<file path="config.mk">
export PLATFORM = sky130hd
export DESIGN_NAME = inst_fetch_queue
export DESIGN_NICKNAME = d
export VERILOG_FILES = /design/src/rtl/ifq_pkg.sv /design/src/rtl/ifq_mem.sv /design/src/rtl/inst_fetch_queue.sv
export SDC_FILE = /design/constraint.sdc
export NUM_CORES = 1
export LEC_CHECK = 0
export CAP_MARGIN = 20
export CELL_PAD_IN_SITES_DETAIL_PLACEMENT = 1
export CELL_PAD_IN_SITES_GLOBAL_PLACEMENT = 2
export CORE_MARGIN = 1
export CORE_UTILIZATION = 52
export CTS_CLUSTER_DIAMETER = 50
export DETAILED_ROUTE_END_ITERATION = 8
export DONT_BUFFER_PORTS = 1
export PLACE_DENSITY_LB_ADDON = 0.1
export SYNTH_ARGS = -nofsm -noshare
export SYNTH_HDL_FRONTEND = slang
export SYNTH_SLANG_ARGS = --single-unit
</file>
<file path="constraint.sdc">
create_clock -name clk -period 4.25 [get_ports clk]
set_clock_uncertainty 0.1 [all_clocks]
set_input_delay 0.6375 -clock clk [delete_from_list [all_inputs] [get_ports clk]]
set_output_delay 0.6375 -clock clk [all_outputs]
set_load 0.01 [all_outputs]
</file>
<file path="src/rtl/ifq_pkg.sv">
`default_nettype none
// ============================================================================
//  Module      : ifq_pkg
//  Description : Shared types and constants for the instruction fetch queue.
//                IFQ_NOP  - instruction presented to decode when the queue is
//                           empty (addi x0, x0, 0).
//                IFQ_XLEN - default instruction / PC width.
//                ifq_entry_t - one queued {instruction, PC} pair.
//  Revision    : 1.0 - initial release
// ============================================================================
package ifq_pkg;

    localparam int IFQ_XLEN = 32;

    localparam logic [31:0] IFQ_NOP = 32'h0000_0013;

    typedef struct packed {
        logic [IFQ_XLEN-1:0] inst;
        logic [IFQ_XLEN-1:0] pc;
    } ifq_entry_t;

endpackage : ifq_pkg
`default_nettype wire

</file>
<file path="src/rtl/ifq_mem.sv">
`default_nettype none
// ============================================================================
//  Module      : ifq_mem
//  Description : DEPTH x ifq_entry_t register array backing the fetch queue.
//                One synchronous write port, one asynchronous read port.
//                Contents are deliberately not reset; validity is tracked by
//                the occupancy counter in the parent.
//  Ports       : clk   - clock
//                we    - write enable
//                waddr - write index
//                wdata - entry to store
//                raddr - read index
//                rdata - entry at raddr (combinational)
//  Revision    : 1.0 - initial release
// ============================================================================
module ifq_mem
    import ifq_pkg::*;
#(
    parameter int DEPTH = 4,
    parameter int AW    = $clog2(DEPTH)
) (
    input  logic          clk,
    input  logic          we,
    input  logic [AW-1:0] waddr,
    input  ifq_entry_t    wdata,
    input  logic [AW-1:0] raddr,
    output ifq_entry_t    rdata
);

    ifq_entry_t r_mem [DEPTH];

    always_ff @(posedge clk) begin
        if (we) begin
            r_mem[waddr] <= wdata;
        end
    end

    assign rdata = r_mem[raddr];

endmodule : ifq_mem
`default_nettype wire

</file>
<file path="src/rtl/inst_fetch_queue.sv">
`default_nettype none
// ============================================================================
//  Module      : inst_fetch_queue
//  Description : Decoupling queue between instruction fetch and decode.
//                Holds up to DEPTH {instruction, PC} pairs in a circular
//                buffer, presents the oldest pair to decode via valid/ready,
//                back-pressures fetch when full and empties in one cycle on
//                flush (branch redirect).
//  Build option: IFQ_BYPASS_EN - when defined, an empty queue forwards the
//                fetch pair straight to decode in the same cycle; if decode
//                accepts it, the pair is never written into the buffer.
//  Ports       : clk        - clock, all state changes on rising edge
//                rst        - synchronous active-high reset
//                flush      - discard all entries (wins over push and pop)
//                if_valid   - fetch offers a pair
//                if_inst    - fetched instruction
//                if_pc      - PC of if_inst
//                if_ready   - queue can accept a push this cycle
//                pc_stall_o - inverse of if_ready, holds the fetch PC
//                id_valid   - id_inst / id_pc are valid
//                id_inst    - oldest instruction (NOP when invalid)
//                id_pc      - oldest PC (0 when invalid)
//                id_ready   - decode consumes the head this cycle
//                count_o    - current occupancy
//  Revision    : 1.0 - initial release
// ============================================================================
module inst_fetch_queue
    import ifq_pkg::*;
#(
    parameter int DEPTH = 4,
    parameter int XLEN  = IFQ_XLEN
) (
    input  logic                       clk,
    input  logic                       rst,
    input  logic                       flush,
    input  logic                       if_valid,
    input  logic [XLEN-1:0]            if_inst,
    input  logic [XLEN-1:0]            if_pc,
    output logic                       if_ready,
    output logic                       pc_stall_o,
    output logic                       id_valid,
    output logic [XLEN-1:0]            id_inst,
    output logic [XLEN-1:0]            id_pc,
    input  logic                       id_ready,
    output logic [$clog2(DEPTH+1)-1:0] count_o
);

    localparam int c_ptr_w = $clog2(DEPTH);
    localparam int c_cnt_w = $clog2(DEPTH+1);

    localparam logic [c_cnt_w-1:0] c_full_cnt = c_cnt_w'(DEPTH);

    // ------------------------------------------------------------------
    // Elaboration-time parameter sanity
    // ------------------------------------------------------------------
    // Pointer wrap relies on natural binary overflow, so DEPTH must be a
    // power of two. The entry type is sized by the package width.
    if ((DEPTH < 2) || ((DEPTH & (DEPTH - 1)) != 0)) begin : g_depth_check
        $error("inst_fetch_queue: DEPTH must be a power of two >= 2");
    end

    if (XLEN != IFQ_XLEN) begin : g_xlen_check
        $error("inst_fetch_queue: XLEN must equal ifq_pkg::IFQ_XLEN");
    end

    // ------------------------------------------------------------------
    // State
    // ------------------------------------------------------------------
    logic [c_ptr_w-1:0] r_wr_ptr;
    logic [c_ptr_w-1:0] r_rd_ptr;
    logic [c_cnt_w-1:0] r_count;

    // ------------------------------------------------------------------
    // Handshake decode
    // ------------------------------------------------------------------
    logic       w_empty;
    logic       w_if_ready;
    logic       w_bypass_vld;
    logic       w_bypass_take;
    logic       w_push;
    logic       w_pop;
    ifq_entry_t w_wdata;
    ifq_entry_t w_rdata;

    assign w_empty    = (r_count == '0);
    // Full refuses a push even when a pop happens in the same cycle, which
    // keeps if_ready free of any dependency on id_ready.
    assign w_if_ready = (r_count != c_full_cnt);

`ifdef IFQ_BYPASS_EN
    // Empty queue forwards the live fetch pair to decode.
    assign w_bypass_vld = w_empty && !flush && if_valid;
`else
    assign w_bypass_vld = 1'b0;
`endif

    // A forwarded pair that decode accepts is consumed without touching the
    // buffer; otherwise it is written like any other push.
    assign w_bypass_take = w_bypass_vld && id_ready;

    assign w_push = if_valid && w_if_ready && !flush && !w_bypass_take;
    // Pop only ever comes from stored entries; a forwarded pair is not a pop.
    assign w_pop  = !w_empty && id_ready && !flush;

    assign w_wdata.inst = if_inst;
    assign w_wdata.pc   = if_pc;

    // ------------------------------------------------------------------
    // Storage
    // ------------------------------------------------------------------
    ifq_mem #(
        .DEPTH (DEPTH),
        .AW    (c_ptr_w)
    ) u_mem (
        .clk   (clk),
        .we    (w_push),
        .waddr (r_wr_ptr),
        .wdata (w_wdata),
        .raddr (r_rd_ptr),
        .rdata (w_rdata)
    );

    // ------------------------------------------------------------------
    // Pointers and occupancy
    // ------------------------------------------------------------------
    always_ff @(posedge clk) begin
        if (rst) begin
            r_wr_ptr <= '0;
            r_rd_ptr <= '0;
            r_count  <= '0;
        end else if (flush) begin
            r_wr_ptr <= '0;
            r_rd_ptr <= '0;
            r_count  <= '0;
        end else begin
            if (w_push) begin
                r_wr_ptr <= r_wr_ptr + 1'b1;
            end
            if (w_pop) begin
                r_rd_ptr <= r_rd_ptr + 1'b1;
            end
            unique case ({w_push, w_pop})
                2'b10:   r_count <= r_count + 1'b1;
                2'b01:   r_count <= r_count - 1'b1;
                default: r_count <= r_count;
            endcase
        end
    end

    // ------------------------------------------------------------------
    // Outputs
    // ------------------------------------------------------------------
    // id_* are intentionally not masked by flush; decode qualifies them.
    assign if_ready   = w_if_ready;
    assign pc_stall_o = !w_if_ready;
    assign count_o    = r_count;

`ifdef IFQ_BYPASS_EN
    always_comb begin
        id_valid = 1'b0;
        id_inst  = XLEN'(IFQ_NOP);
        id_pc    = '0;
        if (!w_empty) begin
            id_valid = 1'b1;
            id_inst  = w_rdata.inst;
            id_pc    = w_rdata.pc;
        end else if (w_bypass_vld) begin
            id_valid = 1'b1;
            id_inst  = if_inst;
            id_pc    = if_pc;
        end
    end
`else
    always_comb begin
        id_valid = 1'b0;
        id_inst  = XLEN'(IFQ_NOP);
        id_pc    = '0;
        if (!w_empty) begin
            id_valid = 1'b1;
            id_inst  = w_rdata.inst;
            id_pc    = w_rdata.pc;
        end
    end
`endif

endmodule : inst_fetch_queue
`default_nettype wire

</file>
==> results.py <==
metrics = {
    "sta": {
        "relSlewSlack_pct": 30.8,
        "min_period_ps": 3230,
        "worst-slew-pin-transition_ps": 1040,
        "clock.fmax_mhz": 310,
        "tns_ps": 0,
        "maxSlewViolCount": 0,
        "fin_crit_sh_pct": 75.9,
        "rsz0062_at_grt": "no",
        "setup_viol": 0,
        "hold_viol": 0,
    },
    "cts": {
        "h-tree-depth": 1,
        "cts-resized-gates": 0,
        "cts_made_buffers": 29,
        "cts_root_buffer": "clkbuf_16",
        "cts_tree": "built",
        "clock_path_buffers": 3,
        "path_clk_slew_ps": 60,
        "clk_latency_ps": 520,
        "cts_setup_buffers": 0,
        "cts.sinks": 265,
        "hold_buffers": 0,
    },
    "critical_path": {
        "path_cells": "buf_12 > mux4_2 > and2_1",
        "worstSetupPathType": "reg2out",
        "endpoint_kind": "output port",
        "startpoint_type": "flip-flop",
        "cp_slowest_cell": "dfxtp_4",
        "cp.arrival_ps": 2490,
        "max_stage_delay_ps": 760,
        "worst-path-max-fanout": 36,
        "crit-reg2reg-launch": "count_o[2]",
        "required_ps": 3510,
    },
    "global_routing": {
        "overflow": 0,
        "grtUsageTotal_pct": 19.0,
        "grt_pass1_wl_mm": 28.3,
        "grt_pass1_vias": 4910,
        "grt_start_max_net_pins": 65,
        "antenna_found_initial": 0,
    },
    "synthesis": {
        "yosysSeqAreaShare_pct": 76.9,
        "ys_seq_elements": 265,
        "yosysTopAreaCell": "edfxtp_1",
        "synth_ff_type": "edfxtp_1",
        "synth.distinct_cells": 31,
        "async_flop_share_pct": 0,
        "syn_inst": 462,
        "yosysWarnings": 0,
        "synth_area_leaders": "edfxtp_1 (75%), mux4_2 (14%), and2_1 (3.7%), dfxtp_1 (1.8%), buf_12 (1.2%)",
        "synth_edf_count": 256,
        "syn_avg_cell_area_sq_um": 22.2,
        "synth_area_sq_um": 10200,
        "synth_top_area_share_pct": 75.1,
        "synth_nets": 537,
    },
    "status": {
        "outcome": "complete, no violations",
    },
    "pwr": {
        "power_density_nw_per_um2": 482,
        "ir_drop_v": 0.000396,
        "power_leakage_uw": 0.00351,
    },
    "flow_run": {
        "max_cap_violations": 0,
    },
    "placed_design": {
        "routabilityCongestion": 0.700,
        "dp.cells": 701,
        "port_buffers": 0,
        "dp_hpwl_mm": 10.2,
    },
    "routing": {
        "wl_met1_mm": 7.35,
        "vias_per_cell": 5.69,
        "num_vias": 4293,
        "drt-wirelength-per-cell_um": 24.5,
        "drtIter0Drc": 189,
        "drtAntennaViolNets": 0,
        "drt_first_pass_iters": 4,
        "drc": 0,
        "wl_mm": 18.5,
        "dr.max_layer_used": "met4",
        "wl_met2_mm": 9.31,
        "dr_wl_met3_mm": 1.45,
    },
    "cells_and_area": {
        "syn2layout_area_growth_pct": 11.1,
        "layout_common_cells": "edfxtp_1 (256), mux4_2 (64), and2_1 (61), clkbuf_16 (29)",
        "drive_above_1_share_pct": 24.2,
        "nets": 548,
        "layout_commonest_cell": "edfxtp_1",
        "layout.cells.non_filler": 755,
        "antenna-diode-count": 0,
    },
    "floorplan": {
        "rows": 50,
        "core-area_sq_um": 19000,
        "die-area_sq_um": 20200,
        "fp.dieH_um": 142,
        "io_pins": 139,
        "initial_core_util_pct": 53.8,
        "die_x_um": 142,
    },
    "hold_path": {
        "min_from": "if_inst[5]",
        "min_path_type": "in2reg",
    },
}
[through the flow]
stage	hold WS, ps	power (uW)	setup WS [ps]	utilization (%)	cell area (sq um)
after floorplan	359	3060	1720	-	10200
after global placement	368	3080	1490	54.7	10400
after detailed placement	393	3090	1480	54.7	10400
after CTS	81.8	5540	931	59.7	11300
after global routing	82.9	5620	846	59.8	11400
final	105	5480	1020	59.8	11400
[power by group]
part           switching (uW)  total, uW  internal, uW
Clock                     950       2450          1500
Sequential               12.0       2920          2900
Combinational            65.9        115          49.1
[worst paths after layout]
kind / slack, ps / depth (start not counted) / to
setup / recovery: 1020 / 3 / id_pc[29]
hold / removal: 100 / 0 / u_mem.r_mem[1][37]
setup reg to reg: 1460 / 9 / count_o[2]
hold reg to reg: 400 / 2 / flip-flop
[metal layers]
layer / track usage [%] / up-vias
met2: 32.1 / 124
met3: 6.39 / 28
met5: 0 / -
met1: 23.3 / 2253
met4: 5.72 / 0
li1: - / 1888
[flip-flops by register name, indices dropped and copies added (netlist names), named ones only]
register / cells
r_rd_ptr: 2
u_mem.r_mem: 256
count_o: 3
r_wr_ptr: 2
[cell type report]
cell class                 count  area, sq um
clock buffer                  35          748
timing repair buffer           2         40.0
multi-input combinational    167         2150
fill                        1601         7650
sequential                   265         7880
clock inverter                18          201
tap                          260          325
inverter                       8         30.0
[critical path: cells and delay by family (launching register included)]
kind,cells,cell delay (ps)
simple gates,1,210
mux,1,580
flops,1,760
buf+inv,1,370
[cell families (layout without fill, tap and decap cells)]
| kind of cell | after synthesis | count (layout) | synth area share [%] |
|---|---|---|---|
| xor+xnor | 3 | 3 | 0.257 |
| simple gates | 85 | 85 | 5.13 |
| mux | 64 | 64 | 14.1 |
| flops | 265 | 265 | 76.9 |
| buf+inv | 30 | 63 | 2.29 |
| fa+ha+maj | 6 | 6 | 0.807 |
| compound gates | 9 | 9 | 0.562 |
[synth_stat cells (2+ instances only)]
| cell type | instances |
|---|---|
| buf_12 | 6 |
| a21oi_1 | 4 |
| buf_6 | 2 |
| or2_1 | 3 |
| dfxtp_1 | 9 |
| inv_1 | 8 |
| nor2_1 | 7 |
| buf_2 | 6 |
| and2_1 | 61 |
| o21ai_0 | 2 |
| edfxtp_1 | 256 |
| ha_1 | 5 |
| and3_2 | 4 |
| xor2_1 | 3 |
| mux4_2 | 64 |
| clkbuf_1 | 7 |
No activity file was read; power rests on OpenSTA's default activity.
